==> config.mk <==
export PLATFORM = sky130hd
export DESIGN_NAME = spi
export DESIGN_NICKNAME = d
export VERILOG_FILES = /design/src/rtl/spi.sv
export SDC_FILE = /design/constraint.sdc
export NUM_CORES = 1
export LEC_CHECK = 0
export ABC_AREA = 1
export CORE_MARGIN = 4
export CORE_UTILIZATION = 57
export DETAILED_ROUTE_END_ITERATION = 16
export DONT_BUFFER_PORTS = 1
export PLACE_DENSITY = 0.72
export SLEW_MARGIN = 0
export SYNTH_ARGS = -nofsm -noshare
export SYNTH_HDL_FRONTEND = slang
export SYNTH_SLANG_ARGS = --single-unit
==> constraint.sdc <==
create_clock -name clk_sys -period 1.7 [get_ports clk_sys]
set_input_delay 0.255 -clock clk_sys [delete_from_list [all_inputs] [get_ports clk_sys]]
set_output_delay 0.255 -clock clk_sys [all_outputs]
set_load 0.02 [all_outputs]
==> src/rtl/spi.sv <==
// Receive-only SPI slave (mode 0, MSB first): oversamples the SPI pins on clk_sys
// and presents each completed frame as an opcode plus payload with a valid strobe.
`default_nettype none

module spi #(
  parameter int FRAME_BITS  = 88,
  parameter int OPCODE_BITS = 8,
  parameter int SYNC_STAGES = 2
) (
  input  logic                             clk_sys,
  input  logic                             rstb,
  input  logic                             clk_spi,
  input  logic                             cs,
  input  logic                             spi_mosi,
  output logic [OPCODE_BITS-1:0]           opcode,
  output logic [FRAME_BITS-OPCODE_BITS-1:0] data_packed,
  output logic                             full,
  output logic                             valid
);

  localparam int CNT_W = $clog2(FRAME_BITS + 1);
  localparam logic [CNT_W-1:0] FRAME_CNT = CNT_W'(FRAME_BITS);

  logic [SYNC_STAGES-1:0] sclk_sync;
  logic [SYNC_STAGES-1:0] cs_sync;
  logic [SYNC_STAGES-1:0] mosi_sync;
  logic [SYNC_STAGES-1:0] primed_sr;

  logic                   sclk_prev;
  logic                   cs_hi_prev;
  logic                   active;
  logic [CNT_W-1:0]       bit_cnt;
  logic [FRAME_BITS-1:0]  shift;

  logic sclk_s;
  logic cs_s;
  logic mosi_s;
  logic primed;
  logic sclk_rise;

  assign sclk_s    = sclk_sync[SYNC_STAGES-1];
  assign cs_s      = cs_sync[SYNC_STAGES-1];
  assign mosi_s    = mosi_sync[SYNC_STAGES-1];
  assign primed    = primed_sr[SYNC_STAGES-1];
  assign sclk_rise = sclk_s & ~sclk_prev;

  // primed_sr marks when the cs chain holds a real pin sample rather than its
  // reset value, so a cs held low across reset is not mistaken for a new frame.
  always_ff @(posedge clk_sys or negedge rstb) begin
    if (!rstb) begin
      sclk_sync <= '0;
      cs_sync   <= '1;
      mosi_sync <= '0;
      primed_sr <= '0;
    end else begin
      sclk_sync <= {sclk_sync[SYNC_STAGES-2:0], clk_spi};
      cs_sync   <= {cs_sync[SYNC_STAGES-2:0], cs};
      mosi_sync <= {mosi_sync[SYNC_STAGES-2:0], spi_mosi};
      primed_sr <= {primed_sr[SYNC_STAGES-2:0], 1'b1};
    end
  end

  always_ff @(posedge clk_sys or negedge rstb) begin
    if (!rstb) begin
      sclk_prev   <= 1'b0;
      cs_hi_prev  <= 1'b0;
      active      <= 1'b0;
      bit_cnt     <= '0;
      shift       <= '0;
      opcode      <= '0;
      data_packed <= '0;
      full        <= 1'b0;
      valid       <= 1'b0;
    end else begin
      valid      <= 1'b0;
      sclk_prev  <= sclk_s;
      cs_hi_prev <= primed & cs_s;
      if (cs_s) begin
        active  <= 1'b0;
        bit_cnt <= '0;
        full    <= 1'b0;
      end else if (cs_hi_prev) begin
        active  <= 1'b1;
        bit_cnt <= '0;
        full    <= 1'b0;
      end else if (active) begin
        if (sclk_rise && (bit_cnt < FRAME_CNT)) begin
          shift   <= {shift[FRAME_BITS-2:0], mosi_s};
          bit_cnt <= bit_cnt + CNT_W'(1);
        end
        // Publish one cycle after the last bit lands so shift holds the whole frame.
        if ((bit_cnt == FRAME_CNT) && !full) begin
          opcode      <= shift[FRAME_BITS-1 -: OPCODE_BITS];
          data_packed <= shift[FRAME_BITS-OPCODE_BITS-1:0];
          valid       <= 1'b1;
          full        <= 1'b1;
        end
      end
    end
  end

endmodule

`default_nettype wire

== After elaboration in Yosys (flattened, before gate mapping) ==
Cells that the tools add are included.

* Bits in registers: 196
* Logic and storage cells: 46

* Add/subtract/negate cells: 1
* Magnitude comparators: 1
* Equality and inequality tests: 1
* Muxes and demuxes: 14
* Bitwise gates (word level): 5
* Reduce and logical (&&, ||, !) cells: 11

{| class="wikitable"
|+ Operator list
! operator !! number
|-
| 2-to-1 mux 7 bit || 4
|-
| 2-to-1 mux 1 bit || 10
|-
| nonzero test 3 bit || 3
|-
| AND reduction 4 bit || 2
|-
| adder 7 x 1 -> 7 bit (second input constant) || 1
|-
| equality test 7 bit (second input constant) || 1
|-
| less-than comparator 7 bit (second input constant) || 1
|-
| AND reduction 2 bit || 2
|-
| inverter 1 bit || 3
|-
| AND 1 bit || 2
|-
| logical AND 1 bit || 2
|-
| nonzero test 2 bit || 1
|-
| logical NOT 1 bit || 1
|}

== Longest topological paths before layout ==
Gate-level depths: netlist (run 1).

* Word-level depth: 7
* Gate-level depth with buffers: 9
* Mapped depth without buffers: 8

== Worst setup path before layout (run 1) ==
OpenSTA, ideal clock, no wires.

* Path type: register to register
* From: reg bit_cnt[0]
* To: reg data_packed[32]
* Library setup time: 0.117 ns
* Arrival time: 1.618 ns
* Data required time: 1.583 ns
* Path slack: -0.035 ns
* Cell stages (with the launch flop): 10
* Path buffers: 2
* Clock period less this slack: 1.735 ns
* Path through: dfrtp_1 -> inv_1 -> ha_1 -> nand2_1 -> nor3_2 -> nand3_2 -> buf_2 -> buf_2 -> nand2_1 -> nand2_1

* Longest elaborated chain between the ends: 3

{| class="wikitable"
|+ Ends and longest elaborated chain
! element !! line !! source
|-
| from (decl) || 32 || <nowiki>logic [CNT_W-1:0] bit_cnt;</nowiki>
|-
| from (signal assigned) || 89 || <nowiki>bit_cnt <= bit_cnt + CNT_W'(1);</nowiki>
|-
| equality test 7 bit || 92 || <nowiki>if ((bit_cnt == FRAME_CNT) && !full) begin</nowiki>
|-
| logical AND 1 bit || 92 ||
|-
| AND reduction 4 bit (no source line) || n/a ||
|-
| to (signal assigned) || 94 || <nowiki>data_packed <= shift[FRAME_BITS-OPCODE_BITS-1:0];</nowiki>
|-
| to (decl) || 16 || <nowiki>output logic [FRAME_BITS-OPCODE_BITS-1:0] data_packed,</nowiki>
|}

No other way between the ends.
A chain may end at the register's enable or synchronous reset.

== Worst setup path after layout (run 1) ==
* From: reg bit_cnt[3]
* To: reg shift[78]

* Longest elaborated chain between the ends: 3

{| class="wikitable"
|+ Ends and longest elaborated chain
! element !! line !! source
|-
| less-than comparator 7 bit || 87 || <nowiki>if (sclk_rise && (bit_cnt < FRAME_CNT)) begin</nowiki>
|-
| logical AND 1 bit || 87 ||
|-
| AND reduction 4 bit (no source line) || n/a ||
|-
| to (signal assigned) || 88 || <nowiki>shift <= {shift[FRAME_BITS-2:0], mosi_s};</nowiki>
|-
| to (decl) || 33 || <nowiki>logic [FRAME_BITS-1:0] shift;</nowiki>
|}

No other way between the ends.

==> impl_metrics.toml, run 1 <==
[sta]
finalClockSkew_ps = 7.51
hold_viol_final = 196
hold-worst-slack_ps = -479
rsz0062_at_grt = "yes"
max_freq_mhz = 625
finalCritPeriodShare = 0.941
period_needed_ps = 1600
slew_violations = 0
finalSetupViolations = 0

[routing]
first_iter_violations = 490
post_drt_wl_per_cell_um = 15.7
antenna_left = 0
wirelength_um = 16300
avgViaCountPerCell = 5.51
drc = 0
drt_first_pass_iters = 5
vias = 5699

[floorplanning]
floorplan.initialDensity = 0.581
dieWidth_um = 124
core_sq_um = 13200
die-height_um = 124
ios = 95
rows = 42
die-area_sq_um = 15400

[synth]
synth_edf_count = 0
synth_top_area_share = 0.631
syn_area_per_cell_sq_um = 9.01
synth-adder-area-share = 0.00325
ys_seq_area_frac = 0.638
netlist_instances = 854
synth.area.mux_share = 0
synth_xor_area_frac = 0
synth_seq_cells = 196
yosys_warnings = 0
synth_top_family_by_area = "simple AND/OR/NAND/NOR gates"
synth_area_leader_cell = "dfrtp_1"
synthesis.nets = 861
ys_types = 19
synth_area_leaders = "dfrtp_1 63%, nand2_1 23%, nand4_1 7.2%"
yosys-top-cells-count = "462 x nand2_1, 194 x dfrtp_1, 89 x nand4_1, 38 x clkbuf_1, 17 x buf_2"
yosys_most_used_dff = "dfrtp_1"
yosysMostFrequentCell = "nand2_1"
synth-simple-area-share = 0.314
synth_compound_area_frac = 0.00586
synth_area_sq_um = 7690
async_flop_share = 1.00

[layout]
layout-drive-gt1-share = 0.0781
area_growth_pct = 12.9
nFillCells = 1088
diodes = 0
multiInputGateArea_sq_um = 2530
final_nets = 852
regArea_sq_um = 4910

[worst_setup_path]
start_kind = "flop"
critPathSlowestCell = "dfrtp_1"
reg2reg_to = "shift[78]"
critical-path-max-stage-delay_ps = 430
path_max_fanout = 24
cp_data_required_time_ps = 2060
r2r_start = "bit_cnt[3]"
ff2ff_path_depth = 9
path_class = "reg2reg"
end_kind = "flop"
arrival_ps = 1960
crit_chain = "nand2_2, nand2_1, nand2_1, nand2_1, nor2_4, buf_12, buf_12, nand2_1, nand2_1"
crit_path_frequent_cell = "nand2_1"
reg2reg_setup_slack_ps = 100
crit_start = "bit_cnt[3]"

[pwr]
p_leak_nw = 4.80
p_total_mw = 8.76
powerDensity_nw_per_um2 = 1010
irDropWorstVdd_uv = 601

[clock_network]
cts_tree = "built"
h-tree-depth = 4
cts.sinks = 196
root_buffer = "clkbuf_16"
clk_path_buf_depth = 2
clk_pin_slew_ps = 70
insertion_delay_ps = 430
cts_made_buffers = 17
cts_hold_buf = 3

[place]
port_buffers = 0
gp_congestion = 0.760
dp_hpwl_um = 9300

[hold_path]
min_path_type = "in2async"

[global_routing]
grt_antenna_before_repair = 0
track_usage = 0.214
grt_pass1_vias = 5350
grt_start_max_net_pins = 197
grt_pass1_wl_um = 25900
gr-total-overflow = 0

[flow_run]
max-cap-violations = 0

[outcome]
violations = "negative hold slack"
outcome = "finished with violations"
cell families (layout without fill, tap and decap cells):
family	Yosys count	in the layout
adders and majority gates	2	2
AOI/OAI and AO/OA	9	9
DFF	196	196
and+or+nand+nor	574	574
buffers and inverters	72	76
other	1	1
layout by cell type, fill, tap and decap left out, types with 7 or more instances in the layout:
master,n
nand2_1,460
buf_12,7
o21ai_0,8
dfrtp_1,194
nor2_1,9
inv_1,14
nand4_1,89
buf_4,13
nand3_1,8
clkbuf_16,21
stage by stage:
| step | std cells | setup TNS [ps] | area, sq um | setup WS (ps) | utilization |
|---|---|---|---|---|---|
| final | 1034 | 0 | 8680 | 101 | 0.656 |
| after global routing | 1034 | -28.0 | 8680 | -14.3 | 0.656 |
| after CTS | 1027 | -15.1 | 8540 | -9.15 | 0.645 |
| after detailed placement | 991 | 0 | 7920 | 3.28 | 0.598 |
| after global placement | 991 | 0 | 7920 | 99.6 | 0.598 |
| after floorplan | 854 | 0 | 7700 | 48.1 | - |
state kept, by name, summed over array words and instances, names as in the netlist, 2 cells and up:
signal and count:
bit_cnt 7, cs_sync 2, data_packed 80, mosi_sync 2, opcode 8, primed_sr 2, sclk_sync 2, shift 88
per-layer routing:
| metal | global-route usage | wire length, um |
|---|---|---|
| met2 | 0.333 | 7760 |
| met3 | 0.0631 | 1120 |
| met4 | 0.0739 | 261 |
| met1 | 0.290 | 7130 |
| met5 | 0 | 0 |
worst max-delay path, delay by kind of cell (launching register included):
kind | cells | cell delay (ps)
flops | 1 | 430
simple gates | 7 | 820
buf+inv | 2 | 290
worst max-delay path by stage:
| stage | slack, ps | end | cells past startpoint |
|---|---|---|---|
| 2_1_floorplan | 50 | data_packed[32] | 9 |
| 3_3_place_gp | 100 | data_packed[46] | 8 |
| 3_5_place_dp | 3 | data_packed[31] | 8 |
| 4_1_cts | -9 | data_packed[57] | 8 |
| 5_1_grt | -10 | data_packed[46] | 8 |
| 6_report | 100 | shift[78] | 9 |
cell type report:
class	instances	share of cell area
sequential	196	0.565
multi-input combinational	586	0.292
clock buffer	22	0.0546
timing repair buffer	28	0.0437
tap	176	0.0254
clock inverter	10	0.0124
inverter	16	0.00692
repair_timing:
action,in CTS,in global routing
endpoints found under the setup margin,2,92
buffers inserted,1,3
pin swaps,1,2
gates cloned,0,4
resized for setup,0,4
hold endpoints to repair,199,196
where the power goes:
group	switching [mW]	internal, mW	leakage [nW]	total (mW)
logic	0.0845	0.0287	1.81	0.113
registers	0.0155	4.69	2.71	4.70
clock network	1.67	2.27	0.282	3.94
Power figures use the tool's default switching activity.
==> run 2, diff against run 1 <==
BUFFER_PORTS_ARGS = -buffer_cell sky130_fd_sc_hd__buf_2   (was unset)
CORE_UTILIZATION = 52   (was 57)
DONT_BUFFER_PORTS = unset   (was 1)
==> run 2 against run 1 <==
  * The flow finishes with violations (negative setup slack)
  * Clock power fell by 5%
  * Final cell count rose by 10%
  * Global-route usage shrank 1.0 points
  * Combinational power grew 120%
  * Die area increased by 9.0%
  * Wire length grew 3.2%
  * Maximum frequency down 6.1%
  * Sequential power hardly changed
  * Count of clock-buffer cells in the layout is 4 lower
  * Critical path type unchanged
  * Highest routed layer unchanged
==> impl_metrics.toml, run 2 (synthesis results as in run 1) <==
[global_routing]
gr-total-overflow = 0
grt_pass1_wl_um = 27500
grt_pass1_vias = 5617
grt_start_max_net_pins = 54
grt_antenna_before_repair = 0
track_usage = 0.204

[routing]
antenna_left = 0
drc = 0
avgViaCountPerCell = 5.17
post_drt_wl_per_cell_um = 14.7
wirelength_um = 16800
drt_first_pass_iters = 5
vias = 5898
first_iter_violations = 517

[pwr]
clockPowerShare = 0.431
powerDensity_nw_per_um2 = 937
p_switching_mw = 1.82
p_sw_frac = 0.209
irDropWorstVdd_uv = 701
pwr-share-comb = 0.028
power_frac_seq = 0.541
internal_power_mw = 6.88
p_leak_nw = 5.38

[sta]
tns_ps = -2.91
hold-worst-slack_ps = 349
finalClockSkew_ps = 8.73
hold_viol_final = 0
slew_violations = 0
period_needed_ps = 1700
max_freq_mhz = 587
rsz0062_at_grt = "yes"
finalSetupViolations = 1
setup_ws_ps = -2.91
finalCritPeriodShare = 1.00

[floorplanning]
ios = 95
die-height_um = 130
floorplan.initialDensity = 0.529
core_sq_um = 14500
rows = 44
dieWidth_um = 130
die-area_sq_um = 16800

[clock_network]
cts.sinks = 196
cts_tree = "built"
clk_path_buf_depth = 2
insertion_delay_ps = 420
root_buffer = "clkbuf_16"
cts_made_buffers = 17
clk_pin_slew_ps = 60
h-tree-depth = 4

[layout]
largest_reg_flops = 88
post-route-util = 0.639
top_register = "shift"
final_nets = 954
final_cell_mix = "461 x nand2_1, 194 x dfrtp_1, 93 x buf_2, 89 x nand4_1, 20 x clkbuf_16"
reg_top3 = "shift x88, data_packed x80, opcode x8"
final_common_cell = "nand2_1"
diodes = 0
layout-drive-gt1-share = 0.175
area_growth_pct = 20.7

[worst_setup_path]
ff2ff_path_depth = 9
end_kind = "flop"
cp_data_required_time_ps = 2000
reg2reg_to = "data_packed[41]"
reg2reg_setup_slack_ps = -3
path_max_fanout = 24
crit_start = "bit_cnt[0]"
start_kind = "flop"
path_class = "reg2reg"
r2r_start = "bit_cnt[0]"
arrival_ps = 2010

[place]
gp_congestion = 0.839
port_buffers = 94
dp_hpwl_um = 9970

[outcome]
outcome = "finished with violations"
violations = "negative setup slack"

[hold_path]
min-delay-start = "mosi_sync[0]"
whs_endpoint = "mosi_sync[1]"
whs_path_depth = 0
min_path_type = "reg2reg"

[flow_run]
max-cap-violations = 0
-- run 2: power groups by stage --
| stage | logic, mW | registers (mW) | clock network, mW |
|---|---|---|---|
| 3_5_place_dp | 0.245 | 4.79 | 0 |
| 6_report | 0.246 | 4.71 | 3.75 |
| 2_1_floorplan | 0.0748 | 4.79 | 0 |
| 5_1_grt | 0.280 | 4.71 | 4.04 |
| 4_1_cts | 0.253 | 4.70 | 3.84 |
| 3_3_place_gp | 0.243 | 4.79 | 0 |
-- run 2: metal layers --
layer  part of all wire  track usage
met4              0.010       0.0599
met5                  0            0
met2               0.49        0.328
met1               0.45        0.284
met3              0.044       0.0437
-- run 2: metrics by stage --
| stage | total power [mW] | instances | setup WS, ps | area, sq um |
|---|---|---|---|---|
| finish | 8.70 | 1141 | -2.91 | 9290 |
| global route | 9.02 | 1141 | -92.7 | 9290 |
| CTS | 8.80 | 1133 | 7.16 | 9130 |
| detailed placement | 5.04 | 1100 | 16.7 | 8550 |
| global placement | 5.03 | 1100 | 64.8 | 8550 |
| floorplan | 4.86 | 854 | 48.1 | 7700 |
-- run 2: worst max-delay path, cell delays in order (launching register included) --
cell and delay, ps:
dfrtp_1 410, inv_2 100, ha_4 130, nand2_2 50, nor3_4 190, buf_6 130, nand3_4 170, clkbuf_16 260
nand2_1 80, nand2_1 60
-- run 2: what timing repair did --
action | 4_1_cts | 5_1_grt
hold buffers | 4 | 0
hold endpoints to repair | 50 | 0
setup buffers | 0 | 5
resized for setup | 0 | 12
setup endpoints to repair | 0 | 72
-- run 2: area by class of cell --
cell class / instances / area (sq um)
clock buffers: 18 / 429
clock inverters: 11 / 115
fillers: 1213 / 5250
inverters: 16 / 60.1
multi-input cells: 586 / 2540
flip-flops and latches: 196 / 4910
well taps: 184 / 230
repair buffers: 130 / 1000
-- run 2: worst max path at each step --
stage,depth (start not counted),end,slack [ps]
2_1_floorplan,9,data_packed[32],50
3_3_place_gp,7,data_packed[78],60
3_5_place_dp,7,data_packed[78],20
4_1_cts,7,data_packed[78],7
5_1_grt,9,data_packed[41],-90
6_report,9,data_packed[41],-3
==> run 3, diff against run 2 <==
CAP_MARGIN = 0   (was unset)
CELL_PAD_IN_SITES_DETAIL_PLACEMENT = 1   (was unset)
CELL_PAD_IN_SITES_GLOBAL_PLACEMENT = 2   (was unset)
CORE_MARGIN = unset   (was 4)
CORE_UTILIZATION = 32   (was 52)
==> run 3 against run 2 <==
  * Global-route usage down 3.5 points
  * Die area up 47%
  * Critical endpoint is now data_packed[36]
  * Critical path type unchanged
  * Via count up 2.0%
  * The flow now finishes without violations
  * Sequential cell count unchanged
  * Hold slack worse by 50 ps
==> impl_metrics.toml, run 3 (synthesis results as in run 1) <==
[layout]
area_growth_pct = 24.9
post_layout_nonfiller_instances = 1287
finalInstanceArea_sq_um = 9600
largest_reg_flops = 88
reg_top3 = "shift x88, data_packed x80, opcode x8"
top_register = "shift"
final_cell_mix = "456 x nand2_1, 193 x dfrtp_1, 93 x buf_2, 89 x nand4_1, 21 x clkbuf_16"
final_nets = 962
layout-drive-gt1-share = 0.187
post-route-util = 0.408
diodes = 0
final_common_cell = "nand2_1"

[place]
pre_cts_slack_ps = 23.7
port_buffers = 94
dp_hpwl_um = 11600
placed_area_sq_um = 8760
gp_congestion = 0.712
dp_cells = 1238

[worst_setup_path]
ff2ff_path_depth = 9
start_kind = "flop"
end_kind = "flop"
arrival_ps = 2000
path_max_fanout = 25
path_class = "reg2reg"
cp_data_required_time_ps = 2020

[clock_network]
cts_made_buffers = 17
root_buffer = "clkbuf_16"
clk_path_buf_depth = 2
insertion_delay_ps = 430
clk_pin_slew_ps = 70
h-tree-depth = 4
cts_tree = "built"
cts.sinks = 196

[global_routing]
grt_start_max_net_pins = 60
track_usage = 0.169
grt_pass1_vias = 6281
gr-total-overflow = 0
grt_pass1_wl_um = 32700
grt_antenna_before_repair = 0

[sta]
slew_violations = 0
tns_ps = 0
rsz0062_at_grt = "yes"
setup_ws_ps = 18.6
hold-worst-slack_ps = 298
hold_viol_final = 0
period_needed_ps = 1680
finalCritPeriodShare = 0.989
finalSetupViolations = 0
max_freq_mhz = 595
finalClockSkew_ps = 11.9

[flow_run]
max-cap-violations = 0

[routing]
vias = 6015
avgViaCountPerCell = 4.67
drc = 0
wirelength_um = 20100
antenna_left = 0
first_iter_violations = 227
drt_first_pass_iters = 4
post_drt_wl_per_cell_um = 15.6

[outcome]
outcome = "finished clean"

[hold_path]
min_path_type = "in2async"

[pwr]
p_total_mw = 8.93
irDropWorstVdd_uv = 521
p_leak_nw = 5.46
powerDensity_nw_per_um2 = 930

[floorplanning]
dieWidth_um = 157
rows = 56
ios = 95
core_sq_um = 23500
die-height_um = 157
floorplan.initialDensity = 0.327
die-area_sq_um = 24700
## run 3: cell types whose count changed in the layout (fill, tap and decap cells not counted), moves of 3 or more
cell / previous run / this run
nand2_2: 1 / 6
clkbuf_1: 1 / 4
nand2_1: 461 / 456
inv_6: 0 / 4
buf_4: 11 / 17
clkinvlp_4: 4 / 1
## run 3: power breakdown
group / internal (mW) / total (mW) / leakage, nW / switching, mW
combinational: 0.0683 / 0.262 / 2.47 / 0.193
clock: 2.18 / 3.97 / 0.277 / 1.79
sequential: 4.69 / 4.70 / 2.71 / 0.0162
## run 3: final timing paths
| path | from | to | slack [ps] |
|---|---|---|---|
| setup reg to reg | bit_cnt[0] | data_packed[36] | 20 |
| min in group clk_sys | primed_sr[0] | primed_sr[1] | 350 |
| hold / removal | rstb | data_packed[51] | 300 |
| hold reg to reg | primed_sr[0] | primed_sr[1] | 350 |
| setup / recovery | bit_cnt[0] | data_packed[36] | 20 |
| max in group asynchronous | rstb | data_packed[55] | 820 |
## run 3: area by class of cell
class                      count  area (sq um)
clock inverter                11           126
inverter                      16          60.1
timing repair buffer         138          1110
tap                          319           399
multi-input combinational    586          2560
fill                        2756         13900
clock buffer                  21           440
sequential                   196          4910
## run 3: per-layer routing
layer | routed length (um) | vias to the layer above | track usage
li1 | - | 2940 | -
met1 | 9990 | 2987 | 0.234
met2 | 9430 | 76 | 0.269
met3 | 511 | 12 | 0.0278
met4 | 201 | 0 | 0.0541
met5 | 0 | - | 0
## run 3: worst max-delay path, stage by stage (launching register included)
cell       delay [ps]
dfrtp_1           390
inv_2             100
ha_4              130
nand2_2            60
nor3_4            200
buf_12            130
nand3_4           160
clkbuf_16         270
nand2_1            70
nand2_1            50
## run 3: what timing repair did
action | 4_1_cts | 5_1_grt
endpoints found under the hold margin | 27 | 0
setup buffers | 0 | 7
endpoints found under the setup margin | 0 | 169
gates resized for setup | 0 | 14
hold buffers | 4 | 0
